==> src/rtl/dmux_pkg.sv <==
// rtl/dmux_pkg.sv - shared types and constants for the 1:2 dispatcher
// Contents: dmux_sel_t destination encoding, drain counter width, default data width.
package dmux_pkg;

  typedef enum logic {
    SEL_Y0 = 1'b0,
    SEL_Y1 = 1'b1
  } dmux_sel_t;

  localparam int DMUX_CNT_W     = 16;
  localparam int DMUX_WIDTH_DEF = 8;

endpackage

==> src/rtl/dmux_out_slot.sv <==
// rtl/dmux_out_slot.sv - one-entry registered output slot with valid/ready handshake
// Ports:
//   clk, rst_n        clock, asynchronous active-low reset
//   load, d           write d into the slot this cycle (caller only loads when free)
//   ready             consumer takes the held beat
//   valid, q          slot occupancy and held data
//   free              slot can accept a load this cycle (empty or draining)
//   cnt               drain handshake counter, present only with DMUX_DISP_CNT_EN
module dmux_out_slot
  import dmux_pkg::*;
#(
  parameter int WIDTH = DMUX_WIDTH_DEF
) (
  input  logic             clk,
  input  logic             rst_n,
  input  logic             load,
  input  logic [WIDTH-1:0] d,
  input  logic             ready,
  output logic             valid,
  output logic [WIDTH-1:0] q,
  output logic             free
`ifdef DMUX_DISP_CNT_EN
  ,
  output logic [DMUX_CNT_W-1:0] cnt
`endif
);

  logic             valid_q, valid_d;
  logic [WIDTH-1:0] data_q, data_d;
  logic             drain;

  assign drain = valid_q && ready;
  assign free  = !valid_q || ready;
  assign valid = valid_q;
  assign q     = data_q;

  // A load in the same cycle as a drain wins, so the slot stays valid with new data.
  always_comb begin
    valid_d = valid_q;
    data_d  = data_q;
    if (drain) begin
      valid_d = 1'b0;
    end
    if (load) begin
      valid_d = 1'b1;
      data_d  = d;
    end
  end

  always_ff @(posedge clk or negedge rst_n) begin
    if (!rst_n) begin
      valid_q <= 1'b0;
      data_q  <= '0;
    end else begin
      valid_q <= valid_d;
      data_q  <= data_d;
    end
  end

`ifdef DMUX_DISP_CNT_EN
  logic [DMUX_CNT_W-1:0] cnt_q, cnt_d;

  // Natural wrap from all-ones back to zero.
  always_comb begin
    cnt_d = cnt_q;
    if (drain) begin
      cnt_d = cnt_q + 1'b1;
    end
  end

  always_ff @(posedge clk or negedge rst_n) begin
    if (!rst_n) begin
      cnt_q <= '0;
    end else begin
      cnt_q <= cnt_d;
    end
  end

  assign cnt = cnt_q;
`endif

endmodule

==> src/rtl/dmux_1by2_dispatcher.sv <==
// rtl/dmux_1by2_dispatcher.sv - flow-controlled 1-to-2 stream dispatcher
// Optional feature macro: DMUX_DISP_CNT_EN adds per-slot drain counters cnt0/cnt1.
// Ports:
//   clk, rst_n                  clock, asynchronous active-low reset
//   mode, s                     0 = round-robin, 1 = explicit destination s
//   i_data, i_valid, i_ready    input stream
//   y0_data/valid/ready         output slot 0
//   y1_data/valid/ready         output slot 1
//   rr_ptr                      current round-robin target
//   cnt0, cnt1                  drain counters (DMUX_DISP_CNT_EN only)
module dmux_1by2_dispatcher
  import dmux_pkg::*;
#(
  parameter int WIDTH = DMUX_WIDTH_DEF
) (
  input  logic             clk,
  input  logic             rst_n,
  input  logic             mode,
  input  logic             s,
  input  logic [WIDTH-1:0] i_data,
  input  logic             i_valid,
  output logic             i_ready,
  output logic [WIDTH-1:0] y0_data,
  output logic             y0_valid,
  input  logic             y0_ready,
  output logic [WIDTH-1:0] y1_data,
  output logic             y1_valid,
  input  logic             y1_ready,
  output logic             rr_ptr
`ifdef DMUX_DISP_CNT_EN
  ,
  output logic [DMUX_CNT_W-1:0] cnt0,
  output logic [DMUX_CNT_W-1:0] cnt1
`endif
);

  logic      rr_ptr_q, rr_ptr_d;
  dmux_sel_t tgt;
  logic      free0, free1;
  logic      accept;
  logic      load0, load1;

  // No skipping: only the chosen target's freedom matters, never the other slot.
  always_comb begin
    tgt     = mode ? dmux_sel_t'(s) : dmux_sel_t'(rr_ptr_q);
    i_ready = (tgt == SEL_Y1) ? free1 : free0;
    accept  = i_valid && i_ready;
    load0   = accept && (tgt == SEL_Y0);
    load1   = accept && (tgt == SEL_Y1);
  end

  // Pointer only advances on beats dispatched in round-robin mode.
  always_comb begin
    rr_ptr_d = rr_ptr_q;
    if (accept && !mode) begin
      rr_ptr_d = ~rr_ptr_q;
    end
  end

  always_ff @(posedge clk or negedge rst_n) begin
    if (!rst_n) begin
      rr_ptr_q <= 1'b0;
    end else begin
      rr_ptr_q <= rr_ptr_d;
    end
  end

  assign rr_ptr = rr_ptr_q;

  dmux_out_slot #(.WIDTH(WIDTH)) u_slot0 (
    .clk   (clk),
    .rst_n (rst_n),
    .load  (load0),
    .d     (i_data),
    .ready (y0_ready),
    .valid (y0_valid),
    .q     (y0_data),
    .free  (free0)
`ifdef DMUX_DISP_CNT_EN
    ,
    .cnt   (cnt0)
`endif
  );

  dmux_out_slot #(.WIDTH(WIDTH)) u_slot1 (
    .clk   (clk),
    .rst_n (rst_n),
    .load  (load1),
    .d     (i_data),
    .ready (y1_ready),
    .valid (y1_valid),
    .q     (y1_data),
    .free  (free1)
`ifdef DMUX_DISP_CNT_EN
    ,
    .cnt   (cnt1)
`endif
  );

endmodule

==> config.mk <==
export PLATFORM = sky130hd
export DESIGN_NAME = dmux_1by2_dispatcher
export DESIGN_NICKNAME = d
export VERILOG_FILES = /design/src/rtl/dmux_pkg.sv /design/src/rtl/dmux_out_slot.sv /design/src/rtl/dmux_1by2_dispatcher.sv
export SDC_FILE = /design/constraint.sdc
export NUM_CORES = 1
export LEC_CHECK = 0
export ABC_AREA = 1
export CAP_MARGIN = 20
export CORE_MARGIN = 2
export CORE_UTILIZATION = 45
export DETAILED_ROUTE_END_ITERATION = 8
export PLACE_DENSITY_LB_ADDON = 0.08
export SYNTH_ARGS = -nofsm -noshare
export SYNTH_HDL_FRONTEND = slang
export SYNTH_SLANG_ARGS = --single-unit
==> constraint.sdc <==
create_clock -name clk -period 1.6 [get_ports clk]
set_input_delay 0.32 -clock clk [delete_from_list [all_inputs] [get_ports clk]]
set_output_delay 0.32 -clock clk [all_outputs]
set_load 0.005 [all_outputs]
Word level (Yosys, flattened, before mapping)
Cells that the tools add are included.

storage, ports and cells
  logic and storage cells = 26
  input bits = 15
  bits in registers = 19
  output and inout port bits = 20

cells by class
  reduce and logical (&&, ||, !) cells = 13
  bitwise gates (word level) = 2
  mux-type cells = 6

operators by type and width
  operator           number
  $logic_and 1x1->1  6
  $mux 1             6
  $reduce_bool 2->1  2
  $logic_not 1->1    3
  $logic_or 1x1->1   2
  $not 1->1          2

Longest topological paths before layout
Gate-level depths: netlist of run 1.

  depth after elaboration = 6
  gate-level depth with buffers = 7

Modules after synthesis
A second synthesis of run 1 with hierarchy kept.

unflattened totals
  cell total of the unflattened synthesis = 99
  area, all modules = 814.5 sq um

by module, submodules not included
  module                cells an instance  instances  area an instance (sq um)
  dmux_out_slot         38                 2          341.6
  dmux_1by2_dispatcher  23                 1          131.4

Worst setup path before layout of run 1
OpenSTA, ideal clock, no wires.

  path type = register to register
  start = register u_slot1.valid_q, in the netlist u_slot1.valid
  end = register u_slot1.data_q[3], in the netlist u_slot1.q[3]
  data arrival time = 0.946 ns
  cell stages (with the launch flop) = 8
  setup time = 0.118 ns
  path slack = 0.536 ns
  required time = 1.482 ns
  cells stage by stage = dfrtp_1 -> inv_1 -> nor2_1 -> inv_1 -> nand3_4 -> buf_8 -> nand2_1 -> o21ai_2

between the ends
  word-level cells in the longest chain between the ends = 5

RTL lines
  element                 line                        text
  from (decl)             dmux_out_slot.sv:28         logic valid_q, valid_d;
  from (signal assigned)  dmux_out_slot.sv:55         valid_q <= valid_d;
  $logic_not 1->1         dmux_out_slot.sv:33         assign free = !valid_q || ready;
  $logic_or 1x1->1        dmux_out_slot.sv:33
  $mux 1                  dmux_1by2_dispatcher.sv:46  i_ready = (tgt == SEL_Y1) ? free1 : free0;
  $logic_and 1x1->1       dmux_1by2_dispatcher.sv:47  accept = i_valid && i_ready;
  $logic_and 1x1->1       dmux_1by2_dispatcher.sv:49  load1 = accept && (tgt == SEL_Y1);
  to (signal assigned)    dmux_out_slot.sv:56         data_q <= data_d;
  to (decl)               dmux_out_slot.sv:29         logic [WIDTH-1:0] data_q, data_d;

Every way passes these cells.
A chain may end at the register's enable or synchronous reset.

Worst setup path after layout of run 1
  start = input port s
  end = output port i_ready

between the ends
  word-level cells in the longest chain between the ends = 2

RTL lines
  element      line                        text
  from (decl)  dmux_1by2_dispatcher.sv:19  input logic s,
  $mux 1       dmux_1by2_dispatcher.sv:45  tgt = mode ? dmux_sel_t'(s) : dmux_sel_t'(rr_ptr_q);
  $mux 1       dmux_1by2_dispatcher.sv:46
  to (decl)    dmux_1by2_dispatcher.sv:22  output logic i_ready,

Every way passes these cells.

==> results of run 1 <==
-- final timing paths --
check                             start            end  cells past startpoint
setup / recovery                      s        i_ready                      6
hold / removal                    rst_n  u_slot0.valid                      2
setup reg to reg                 rr_ptr   u_slot1.q[1]                      6
hold reg to reg            u_slot1.q[5]   u_slot1.q[5]                      2
max in group asynchronous         rst_n   u_slot1.q[1]                      2
min in group clk           u_slot1.q[5]   u_slot1.q[5]                      2
-- layer usage --
layer	vias to the layer above	wire length [um]	track usage, %
met5	-	0	0
met4	0	27	7.143
met3	4	99	3.704
met2	21	890	30.09
met1	321	745	19.67
li1	366	-	-
-- cells by family (layout without fill, tap and decap cells) --
group | Yosys count | after routing | share of synthesized area [%]
compound gates | 16 | 16 | 15.75
buf+inv | 17 | 62 | 9.282
flops | 19 | 19 | 53.45
simple gates | 36 | 36 | 21.52
-- cells in the mapped netlist (all sizes together) --
| library cell | number | area [um^2] |
|---|---|---|
| o21ai | 16 | 140.1 |
| nand2 | 27 | 121.4 |
| buf | 2 | 26.27 |
| dfrtp | 19 | 475.5 |
| inv | 15 | 56.30 |
| nand4 | 1 | 21.27 |
| nand3 | 5 | 37.54 |
| nor2 | 3 | 11.26 |
-- final cells by class --
class                      instances  area (um^2)  share of cell area [%]
sequential                        19        475.5                   35.41
timing repair buffer              43        412.9                   30.75
multi-input combinational         52        336.6                   25.07
inverter                          15        56.30                   4.194
tap                               27        33.78                   2.516
clock buffer                       3        22.52                   1.678
clock inverter                     1        5.005                  0.3728
-- stage by stage --
stage	utilization, %	setup TNS (ps)	cells
finish	69.86	0	160
global route	69.86	0	160
CTS	70.05	0	160
detailed placement	68.55	-1611	156
global placement	68.55	-758.9	156
floorplan	-	0	88
-- worst max-delay path: cells and delay by family --
family | cells | cell delay, ps
simple gates | 4 | 310
buf+inv | 2 | 580
-- report_power, final --
part / switching, uW / total [uW] / internal, uW
Sequential: 94.4 / 728 / 634
Combinational: 289 / 742 / 452
Clock: 143 / 236 / 93.0
-- flip-flops by register name (all words and copies together), names as in the netlist --
signal,cells
rr_ptr,1
u_slot0.q,8
u_slot0.valid,1
u_slot1.q,8
u_slot1.valid,1
-- repair_timing --
action                     in CTS  in global routing
setup buffers                   0                  0
hold endpoints to repair        0                  0
pin swaps                       3                  3
setup endpoints to repair       2                  1
gates resized for setup         6                  2
==> flow_metrics.tcl, run 1 <==
set metrics [dict create \
    outcome "complete, no violations" \
    num_io_pins 35 \
    setup_viol 0 \
    finalClockSkew_ps 2.050 \
    nNetsFinal 149 \
    final_layout_size_suffix_gt1_share_pct 28.57 \
    area_added_between_synthesis_and_finish_pct 50.91 \
    die_area_um2 2348 \
    htreeDepth 1 \
    initial_core_util_pct 46.29 \
    final.period_utilization_pct 95.21 \
    synth.distinct_cells 12 \
    postSynthCellCount 88 \
    timing_worst_setup_path_type "in -> out" \
    fillCellCount 159 \
    ant_nets 0 \
    antenna_found_initial 0 \
    most_numerous_cell_on_the_critical_path "nand2_1" \
    insertedDiodeCount 0 \
    post_dp_cell_area_um2 1318 \
    drv_slew 0 \
    io_buffer_count 34 \
    total_grt_usage_pct 16.91 \
    first_global_vias 740 \
    hold_path_class "in -> async" \
    timing_hold_violations_final 0 \
    yosysWarningCount 0 \
    post-layout-total-power_uw 1706 \
    critPathMaxFanout 4 \
    crit_path_top_delay_cell "clkdlybuf4s50_1" \
    regToRegSetupSlack_ps 400 \
    grt_first_pass_wirelength_um 3125 \
    vias 712 \
    grt_overflow_total 0 \
    cell_at_the_root_of_the_clock_tree "clkbuf_4" \
    most-common-layout-cells "clkdlybuf4s50_1, nand2_1, dfrtp_1" \
    cts-root-to-sink-buffers 2 \
    tritoncts "done" \
    pin_count_of_the_biggest_net_entering_global_routing 20 \
    placement_rows 16 \
    detailed_place_hpwl_um 1389 \
    syn-mean-instance-area_um2 10.11 \
    fp.coreArea_um2 1922 \
    startpoint_type "primary input" \
    detailed_router_s_first_iteration_violation_count 2 \
    vdd.ir_drop.worst_mv 0.7750 \
    grt_setup_unrepaired "false" \
    drt_wl_total_um 1763 \
    place_ws_ps -382.5 \
    endpoint_kind "output pin" \
    drt_pre_antenna_iters 5 \
    syn-cell-area_um2 889.6 \
    wl_per_cell_um 11.02 \
    max_cap_viol_count 0 \
    p_per_area_nw_per_um2 1271 \
    most_common_cell_after_layout_fill_and_taps_aside "clkdlybuf4s50_1" \
    critical_path.max_stage_delay_ps 470 \
    tightest_slew_ps 252.0 \
    p_leak_uw 0.0006526 \
    die_w_um 48.46 \
    yosys_register_bits 19 \
    fin_worst_hold_slack_ps 352.7 \
    clk-insertion-delay-late_ps 290 \
    cts_buffers 3 \
    crit_path_cell_trace "clkdlybuf4s50_1 -> nand2_2 -> nand2_4 -> nand2_1 -> nand2_1 -> buf_2" \
    clk_pin_slew_ps 100 \
    timing.critical_path.arrival_ps 1200 \
    relSlewSlack_pct 83.15 \
    post_route_drc_violation_count 0 \
    ys_seq_area_share_pct 53.45 \
    cts_num_sinks 19 \
    worst_slack_ps 76.66 \
    gp_routability_congestion 0.7449 \
    ctsHoldBuffers 0 \
    critical_path_required_ps 1280 \
    timing.fmax_mhz 656.5 \
    avgViaCountPerCell 4.450 \
    design_area_um2 1343 \
    die_h_um 48.46 \
    timing.final.crit_period_ps 1523 \
    synthesis.nets 103 \
]
Power figures use the tool's default switching activity.
==> run 2, diff against run 1 <==
--- a/config.mk
+++ b/config.mk
@@ -11,6 +11,7 @@
 export CORE_UTILIZATION = 45
 export DETAILED_ROUTE_END_ITERATION = 8
 export PLACE_DENSITY_LB_ADDON = 0.08
+export SLEW_MARGIN = 5
 export SYNTH_ARGS = -nofsm -noshare
 export SYNTH_HDL_FRONTEND = slang
 export SYNTH_SLANG_ARGS = --single-unit
==> results of run 2 <==
No change in the layout: final DEF, timing and power equal those of run 1.
